**config.mk**
```make
export PLATFORM = sky130hd
export DESIGN_NAME = range_record_builder
export DESIGN_NICKNAME = d
export VERILOG_FILES = /design/src/rtl/range_record_builder.sv
export SDC_FILE = /design/constraint.sdc
export NUM_CORES = 1
export LEC_CHECK = 0
export ABC_AREA = 1
export BUFFER_PORTS_ARGS = -buffer_cell sky130_fd_sc_hd__clkbuf_2
export CORE_ASPECT_RATIO = 0.75
export CORE_MARGIN = 1.5
export CORE_UTILIZATION = 30
export DETAILED_ROUTE_END_ITERATION = 7
export GPL_ROUTABILITY_DRIVEN = 0
export GPL_TIMING_DRIVEN = 0
export PLACE_DENSITY = 0.49
export SLEW_MARGIN = 20
export SYNTH_ARGS = -nofsm -noshare
export SYNTH_HDL_FRONTEND = slang
export SYNTH_SLANG_ARGS = --single-unit
```
**constraint.sdc**
```tcl
create_clock -name clk_i -period 6.8 [get_ports clk_i]
set_clock_uncertainty 0.2 [all_clocks]
set_input_delay 0.68 -clock clk_i [delete_from_list [all_inputs] [get_ports clk_i]]
set_output_delay 0.68 -clock clk_i [all_outputs]
set_load 0.02 [all_outputs]
```
**src/rtl/range_record_builder.sv**
```systemverilog
// range_record_builder
// Producer side of the object-range buffer. Merges contiguous, byte-ascending
// committed stores into runs [first,last]. When a run closes with a span above
// MIN_SPAN, it emits one {first,last} record as a single-cycle strobe.
// Optional feature macro: RANGE_BUILDER_DESCEND_EN. When it is defined, a store
// that ends just below the run's first byte also extends the run downward.
//
// Handshake: en_write_o is a 1-cycle valid with no ready. The sink must accept
// the record on that cycle. addr_first_o and addr_last_o hold their value
// until the next strobe.
module range_record_builder #(
  parameter int unsigned MIN_SPAN = 20,
  parameter int unsigned TIMEOUT  = 16,
  parameter int unsigned CNT_W    = 16
) (
  input  logic             clk_i,
  input  logic             rst_ni,
  input  logic             rst_us,
  input  logic             store_valid_i,
  input  logic [31:0]      store_addr_i,
  input  logic [1:0]       store_size_i,
  input  logic             flush_i,
  output logic             en_write_o,
  output logic [31:0]      addr_first_o,
  output logic [31:0]      addr_last_o,
  output logic             busy_o,
  output logic [CNT_W-1:0] emit_cnt_o
);

  localparam int TMR_W = (TIMEOUT > 2) ? $clog2(TIMEOUT) : 1;

  typedef enum logic {IDLE = 1'b0, RUN = 1'b1} state_t;

  state_t      state_q, state_d;
  logic [31:0] first_q, first_d;
  logic [31:0] last_q, last_d;
  logic [TMR_W-1:0] timer_q, timer_d;

  logic [32:0] size_bytes;
  logic [32:0] store_end;
  logic [31:0] end_addr;
  logic        legal_store;
  logic        illegal_store;
  logic        contig;
  logic        descend;
  logic        close;
  logic [31:0] close_first;
  logic [31:0] close_last;
  logic        emit;

  // Store footprint, computed in 33 bits so a wrap past 0xFFFFFFFF is visible.
  always_comb begin
    size_bytes    = 33'd1 << store_size_i;
    store_end     = {1'b0, store_addr_i} + size_bytes - 33'd1;
    end_addr      = store_end[31:0];
    legal_store   = store_valid_i && !store_end[32];
    illegal_store = store_valid_i && store_end[32];
    contig        = legal_store && ({1'b0, store_addr_i} == ({1'b0, last_q} + 33'd1));
`ifdef RANGE_BUILDER_DESCEND_EN
    descend       = legal_store && ((store_end + 33'd1) == {1'b0, first_q});
`else
    descend       = 1'b0;
`endif
  end

  // State and run registers. rst_us takes priority over all other activity.
  always_ff @(posedge clk_i or negedge rst_ni) begin
    if (!rst_ni) begin
      state_q <= IDLE;
      first_q <= '0;
      last_q  <= '0;
      timer_q <= '0;
    end else if (rst_us) begin
      state_q <= IDLE;
      first_q <= '0;
      last_q  <= '0;
      timer_q <= '0;
    end else begin
      state_q <= state_d;
      first_q <= first_d;
      last_q  <= last_d;
      timer_q <= timer_d;
    end
  end

  // Next-state logic: run growth, run close and restart, and the idle timeout.
  always_comb begin
    state_d     = state_q;
    first_d     = first_q;
    last_d      = last_q;
    timer_d     = timer_q;
    close       = 1'b0;
    close_first = first_q;
    close_last  = last_q;
    unique case (state_q)
      IDLE: begin
        if (legal_store) begin
          first_d = store_addr_i;
          last_d  = end_addr;
          timer_d = '0;
          state_d = RUN;
        end
      end
      RUN: begin
        if (flush_i) begin
          // A store that lines up is folded in first. Any other store is dropped.
          if (contig)       close_last  = end_addr;
          else if (descend) close_first = store_addr_i;
          close   = 1'b1;
          timer_d = '0;
          state_d = IDLE;
        end else if (illegal_store) begin
          close   = 1'b1;
          timer_d = '0;
          state_d = IDLE;
        end else if (contig) begin
          last_d  = end_addr;
          timer_d = '0;
        end else if (descend) begin
          first_d = store_addr_i;
          timer_d = '0;
        end else if (legal_store) begin
          close   = 1'b1;
          first_d = store_addr_i;
          last_d  = end_addr;
          timer_d = '0;
        end else if (timer_q == TMR_W'(TIMEOUT - 1)) begin
          close   = 1'b1;
          timer_d = '0;
          state_d = IDLE;
        end else begin
          timer_d = timer_q + TMR_W'(1);
        end
      end
      default: state_d = IDLE;
    endcase
    emit = close && ((close_last - close_first) > 32'(MIN_SPAN));
  end

  // Outputs decoded from state.
  always_comb begin
    busy_o = (state_q == RUN);
  end

  // Record register: the strobe and the held addresses follow the closing edge.
  always_ff @(posedge clk_i or negedge rst_ni) begin
    if (!rst_ni) begin
      en_write_o   <= 1'b0;
      addr_first_o <= '0;
      addr_last_o  <= '0;
      emit_cnt_o   <= '0;
    end else if (rst_us) begin
      en_write_o   <= 1'b0;
      addr_first_o <= '0;
      addr_last_o  <= '0;
      emit_cnt_o   <= '0;
    end else begin
      en_write_o <= emit;
      if (emit) begin
        addr_first_o <= close_first;
        addr_last_o  <= close_last;
        if (emit_cnt_o != {CNT_W{1'b1}}) emit_cnt_o <= emit_cnt_o + CNT_W'(1);
      end
    end
  end

endmodule

```
==> metrics.yaml, run 1 <==
critical_path:
  critPathCaptureType: "flip-flop"
  arrival_ns: 6.53
  reg2reg_to: "addr_last_o[27]"
  cp_common_cell: "nand2_1"
  reg2reg_slack_ns: 0.47
  cp_max_fo: 10
  startpoint: "store_addr_i[3]"
  r2r-start: "last_q[0]"
  endpoint: "addr_last_o[27]"
  cp_slowest_cell: "ha_1"
  worstPathRequired_ns: 6.90
  critical_path_class: "in2reg"
  slowest_delay_ns: 0.41
  start_kind: "primary input"
  worst_r2r_path_depth: 38
floorplan:
  start_util: 0.304
  num_rows: 62
  fp.coreArea_sq_um: 38200
  die_area_sq_um: 39800
  die_y_microns: 173
  die_w_microns: 230
  io_pins: 121
timing:
  max-slew-margin-rel: 0.358
  fin_crit_ns: 6.43
  setup_slack_ns: 0.367
  max_freq_mhz: 155
  period_share: 0.946
  slew_viol_final: 0
  setup_viol: 0
  tightest_slew_ns: 0.963
  finalHoldViolCount: 0
  timing.hold.ws_ns: 0.0254
power_and_ir_drop:
  power.leakage_uw: 0.00694
  p_sw_uw: 1300
  clockPowerShare: 0.310
  vdd_ir_drop_max_mv: 0.198
  power.internal_uw: 1840
  p_sw_frac: 0.414
  power_frac_comb: 0.373
  power.density_nw_per_um2: 225
  power_frac_seq: 0.317
route:
  route.detailed.drc: 0
  antenna_left: 0
  wire_per_inst_microns: 18.6
  vias_per_cell: 5.09
  drt_iter0_markers: 1038
  wl_microns: 44300
  first_pass_iters: 5
  vias: 12100
placement:
  hpwl_microns: 35500
  pre_cts_slack_ns: -1.41
  portBuffers: 120
finish:
  num_antenna_cells: 0
  layout-area-overhead-vs-synth_pct: 20.1
  drive_gt1_frac: 0.145
  fin_nets: 1962
  final_cell_mix: "nand2_1, inv_1, nand3_1"
  fillers: 4192
  final_common_cell: "nand2_1"
synth:
  ys_warn_count: 0
  async_reset_ff_frac: 1.00
  syn-num-nets: 1809
  netlist_area_sq_um: 11600
  synth_edf_count: 0
  synth-main-ff-cell: "dfrtp_1"
  ys_seq_area_frac: 0.324
  syn_area_per_cell_sq_um: 6.82
  ys_ff_latch: 150
  synthCells: 1699
  ys_types: 47
global_route:
  grt_max_degree: 86
  antenna_found_initial: 0
  grt_pass1_wl_microns: 66700
  gr-total-overflow: 0
  grt_pass1_vias: 11300
  grt_use_total: 0.220
cts:
  clockBufferDepth: 2
  cts_buffers: 17
  clkLatencyLatePin_ns: 0.44
  cts_tree: "done"
  cts.htree.levels: 4
  cts-root-buf: "clkbuf_16"
  cts_sinks: 150
  cts.reportedPaths.clkPinSlew_ns: 0.07
min_path:
  hp-class: "in2async"
flow_run:
  maxCapViolCount: 0
run_status:
  status: "finished clean"
-- sequential cells by signal, indices dropped and copies added, names as in the netlist --
| name | flops |
|---|---|
| addr_first_o | 32 |
| addr_last_o | 32 |
| first_q | 32 |
| last_q | 32 |
| emit_cnt_o | 16 |
| timer_q | 4 |
| busy_o | 1 |
| en_write_o | 1 |
-- synthesized netlist by cell type, drive strengths merged (4+ instances only) --
master / count / area share
o21ai: 169 / 0.073
nand2: 402 / 0.13
inv: 228 / 0.074
xnor2: 24 / 0.018
xor2: 51 / 0.039
nor3: 12 / 0.0052
buf: 16 / 0.0087
and2: 4 / 0.0022
nand4: 20 / 0.012
a21oi: 106 / 0.046
ha: 69 / 0.074
nand3b: 4 / 0.0026
nand3: 178 / 0.079
o22ai: 30 / 0.016
clkbuf: 29 / 0.0094
dfrtp: 150 / 0.32
o21bai: 5 / 0.0032
nor2: 169 / 0.058
-- power by group through the flow --
stage	logic, uW	clock network (uW)	registers, uW
final	1170	972	992
after global routing	1300	1020	999
after CTS	1100	993	990
after detailed placement	1080	0	1000
after global placement	1070	0	1000
after floorplan	742	0	1010
-- worst min-delay path by stage --
| stage | from | endpoint | slack (ns) | depth (start not counted) |
|---|---|---|---|---|
| floorplan | rst_ni | addr_first_o[0] | 0.18 | 0 |
| global placement | addr_first_o[15] | addr_first_o[15] | 0.31 | 2 |
| detailed placement | addr_last_o[17] | addr_last_o[17] | 0.31 | 2 |
| CTS | rst_ni | emit_cnt_o[13] | 0.05 | 1 |
| global route | rst_ni | emit_cnt_o[13] | 0.06 | 1 |
| finish | rst_ni | emit_cnt_o[13] | 0.03 | 1 |
-- cells by family (layout without fill, tap and decap cells) --
| family | count (synthesis) | count (layout) | share of synthesized area |
|---|---|---|---|
| buf+inv | 273 | 439 | 0.0919 |
| fa+ha+maj | 71 | 71 | 0.0779 |
| flops | 150 | 150 | 0.324 |
| xor+xnor | 75 | 75 | 0.0567 |
| simple gates | 797 | 797 | 0.296 |
| compound gates | 333 | 333 | 0.153 |
-- layout make-up --
| cell class | instances | area [sq um] | area share |
|---|---|---|---|
| clock buffers | 17 | 425 | 0.0306 |
| repair buffers | 134 | 752 | 0.0540 |
| flip-flops and latches | 150 | 3750 | 0.270 |
| well taps | 512 | 641 | 0.0460 |
| clock inverters | 15 | 140 | 0.0101 |
| inverters | 228 | 860 | 0.0617 |
| multi-input cells | 1276 | 7090 | 0.509 |
| plain buffers | 45 | 265 | 0.0191 |
-- worst max-delay path: cells and delay by family --
family	cells	cell delay, ns
AO/OA/AOI/OAI	2	0.20
adder cells (fa/ha/maj)	3	1.05
buffers and inverters	10	1.07
AND/OR/NAND/NOR	28	3.48
-- through the flow --
| step | total power [uW] | cells | util | TNS [ns] | cell area [sq um] |
|---|---|---|---|---|---|
| after global placement | 2080 | 2331 | 0.336 | -102.18 | 12800 |
| final | 3130 | 2377 | 0.365 | 0 | 13900 |
| after detailed placement | 2080 | 2332 | 0.337 | -107.50 | 12900 |
| after floorplan | 1750 | 1699 | - | 0 | 11600 |
| after CTS | 3080 | 2365 | 0.356 | 0 | 13600 |
| after global routing | 3320 | 2377 | 0.365 | -0.0249 | 13900 |
-- routing by layer --
| metal | GRT usage | wire length, microns |
|---|---|---|
| met5 | 0 | 0 |
| met4 | 0.0640 | 1120 |
| met3 | 0.0293 | 2760 |
| met2 | 0.313 | 18200 |
| met1 | 0.340 | 22200 |
-- what timing repair did --
action / CTS / global route
buffers inserted: 1 / 11
setup endpoints to repair: 81 / 81
resized for setup: 56 / 80
cloned: 0 / 1
pin swaps: 0 / 12
hold buffers: 0 / 0
Power figures use the tool's default switching activity.
==> run 2: changes to the inputs <==
Settings changed: GPL_ROUTABILITY_DRIVEN 0 to 1, GPL_TIMING_DRIVEN 0 to 1, RECOVER_POWER from default to 50.
==> run 2 against run 1 <==
The flow now finishes with violations (max-capacitance violations, max-slew violations). First-iteration DRC count shrank 17%. Sequential power is essentially flat. Worst setup slack improved by 0.10 ns. Combinational power hardly changed. Register-to-register slack better by 0.16 ns. Die area is the same. Wire length shrank 2.7%. Design area shrank 1.8%. Via count fell by 1.2%. Critical path depth shrank 15. Hold slack better by 0.29 ns. Highest routed layer unchanged.
==> metrics.yaml, run 2 (synthesis gave the netlist of run 1 again) <==
run_status:
  status: "finished, violations left"
  violations: "max-capacitance violations, max-slew violations"
timing:
  setup_viol: 0
  period_share: 0.931
  fin_crit_ns: 6.33
  tns_ns: 0
  finalHoldViolCount: 0
  max-slew-margin-rel: -1.95
  max_freq_mhz: 158
  tightest_slew_ns: 4.43
  slew_viol_final: 153
  rsz0062_at_grt: "false"
  setup_slack_ns: 0.469
critical_path:
  cp_max_fo: 36
  arrival_ns: 6.43
  cp_slowest_cell: "nor4_1"
  cp_common_cell: "o21ai_0"
  critPathCaptureType: "flip-flop"
  critical-path-top-delay-family: "simple AND/OR/NAND/NOR gates"
  slowest_delay_ns: 0.71
  critical_path_class: "in2reg"
  path_buf_inv: 6
  worstPathRequired_ns: 6.90
  start_kind: "primary input"
route:
  route.detailed.drc: 0
  vias: 12000
  vias_per_cell: 5.02
  drt_iter0_markers: 866
  antenna_left: 0
  first_pass_iters: 7
  wire_per_inst_microns: 18.1
  wl_microns: 43100
cts:
  cts-root-buf: "clkbuf_16"
  cts_sinks: 150
  cts_buffers: 17
  cts_tree: "done"
  cts.htree.levels: 4
  cts.reportedPaths.clkPinSlew_ns: 0.07
  hold_buffers: 0
  post_cts_buffers: 0
  clkLatencyLatePin_ns: 0.44
  clockBufferDepth: 2
finish:
  multiInputGateArea_sq_um: 6780
  design_area_sq_um: 13700
  drive_gt1_frac: 0.0876
  fillers: 4171
  seqCellArea_sq_um: 3750
  fin_nets: 1969
  num_antenna_cells: 0
  layout-area-overhead-vs-synth_pct: 17.9
  finalNonFillerCells: 2384
  final_cell_mix: "nand2_1, inv_1, nand3_1"
  final_common_cell: "nand2_1"
floorplan:
  die_y_microns: 173
  start_util: 0.304
  die_area_sq_um: 39800
  num_rows: 62
  die_w_microns: 230
  fp.coreArea_sq_um: 38200
  io_pins: 121
global_route:
  gr-total-overflow: 0
  antenna_found_initial: 0
  grt_pass1_wl_microns: 65800
  grt_pass1_vias: 11100
  grt_use_total: 0.215
  grt_max_degree: 80
power_and_ir_drop:
  power.leakage_uw: 0.00675
  vdd_ir_drop_max_mv: 0.189
  power.density_nw_per_um2: 228
placement:
  dp_cells: 2352
  gp_congestion: 0.982
  placed_cell_area_sq_um: 13200
  pre_cts_slack_ns: 0.0101
  hpwl_microns: 34600
  portBuffers: 120
flow_run:
  maxCapViolCount: 2
min_path:
  hp-class: "reg2reg"
## run 2: tightest hold or removal path, cell delays in order (launching register included)
cell and delay, ns:
dfrtp_1 0.34, nand3_1 0.07, o21ai_1 0.07
## run 2: final timing paths
check                                  from                to  slack, ns  depth (start not counted)
setup reg to reg                  last_q[1]    addr_last_o[0]       0.63                         31
min in group asynchronous            rst_ni    emit_cnt_o[13]       1.61                          1
hold / removal             addr_first_o[12]  addr_first_o[12]       0.32                          2
hold reg to reg            addr_first_o[12]  addr_first_o[12]       0.32                          2
max in group asynchronous            rst_ni        first_q[7]       1.16                          2
setup / recovery           store_addr_i[22]    addr_last_o[0]       0.47                         28
## run 2: through the flow
stage	hold slack, ns	util	total power (uW)
after floorplan	0.184	-	1750
after global placement	0.303	0.346	2170
after detailed placement	0.300	0.346	2170
after CTS	0.124	0.361	3140
after global routing	0.339	0.358	3320
final	0.318	0.358	3120
## run 2: layout make-up
cell class / instances / area share
repair buffers: 186 / 0.0779
multi-input cells: 1276 / 0.496
clock buffers: 20 / 0.0334
flip-flops and latches: 150 / 0.274
inverters: 228 / 0.0627
well taps: 512 / 0.0468
clock inverters: 12 / 0.00869
## run 2: metal layers
layer | track usage | part of all wire | vias up
li1 | - | - | 5924
met1 | 0.344 | 0.53 | 5653
met2 | 0.305 | 0.41 | 354
met3 | 0.0280 | 0.058 | 30
met4 | 0.0395 | 0.011 | 0
met5 | 0 | 0 | -
## run 2: timing repair
action	CTS	global route
hold endpoints to repair	0	0
setup endpoints to repair	0	80
gates resized for setup	0	4
## run 2: where the power goes
| group | switching [uW] | internal, uW | leakage [uW] | total (uW) |
|---|---|---|---|---|
| Clock | 428 | 529 | 0.000274 | 957 |
| Sequential | 50.0 | 940 | 0.00205 | 990 |
| Combinational | 766 | 411 | 0.00443 | 1180 |
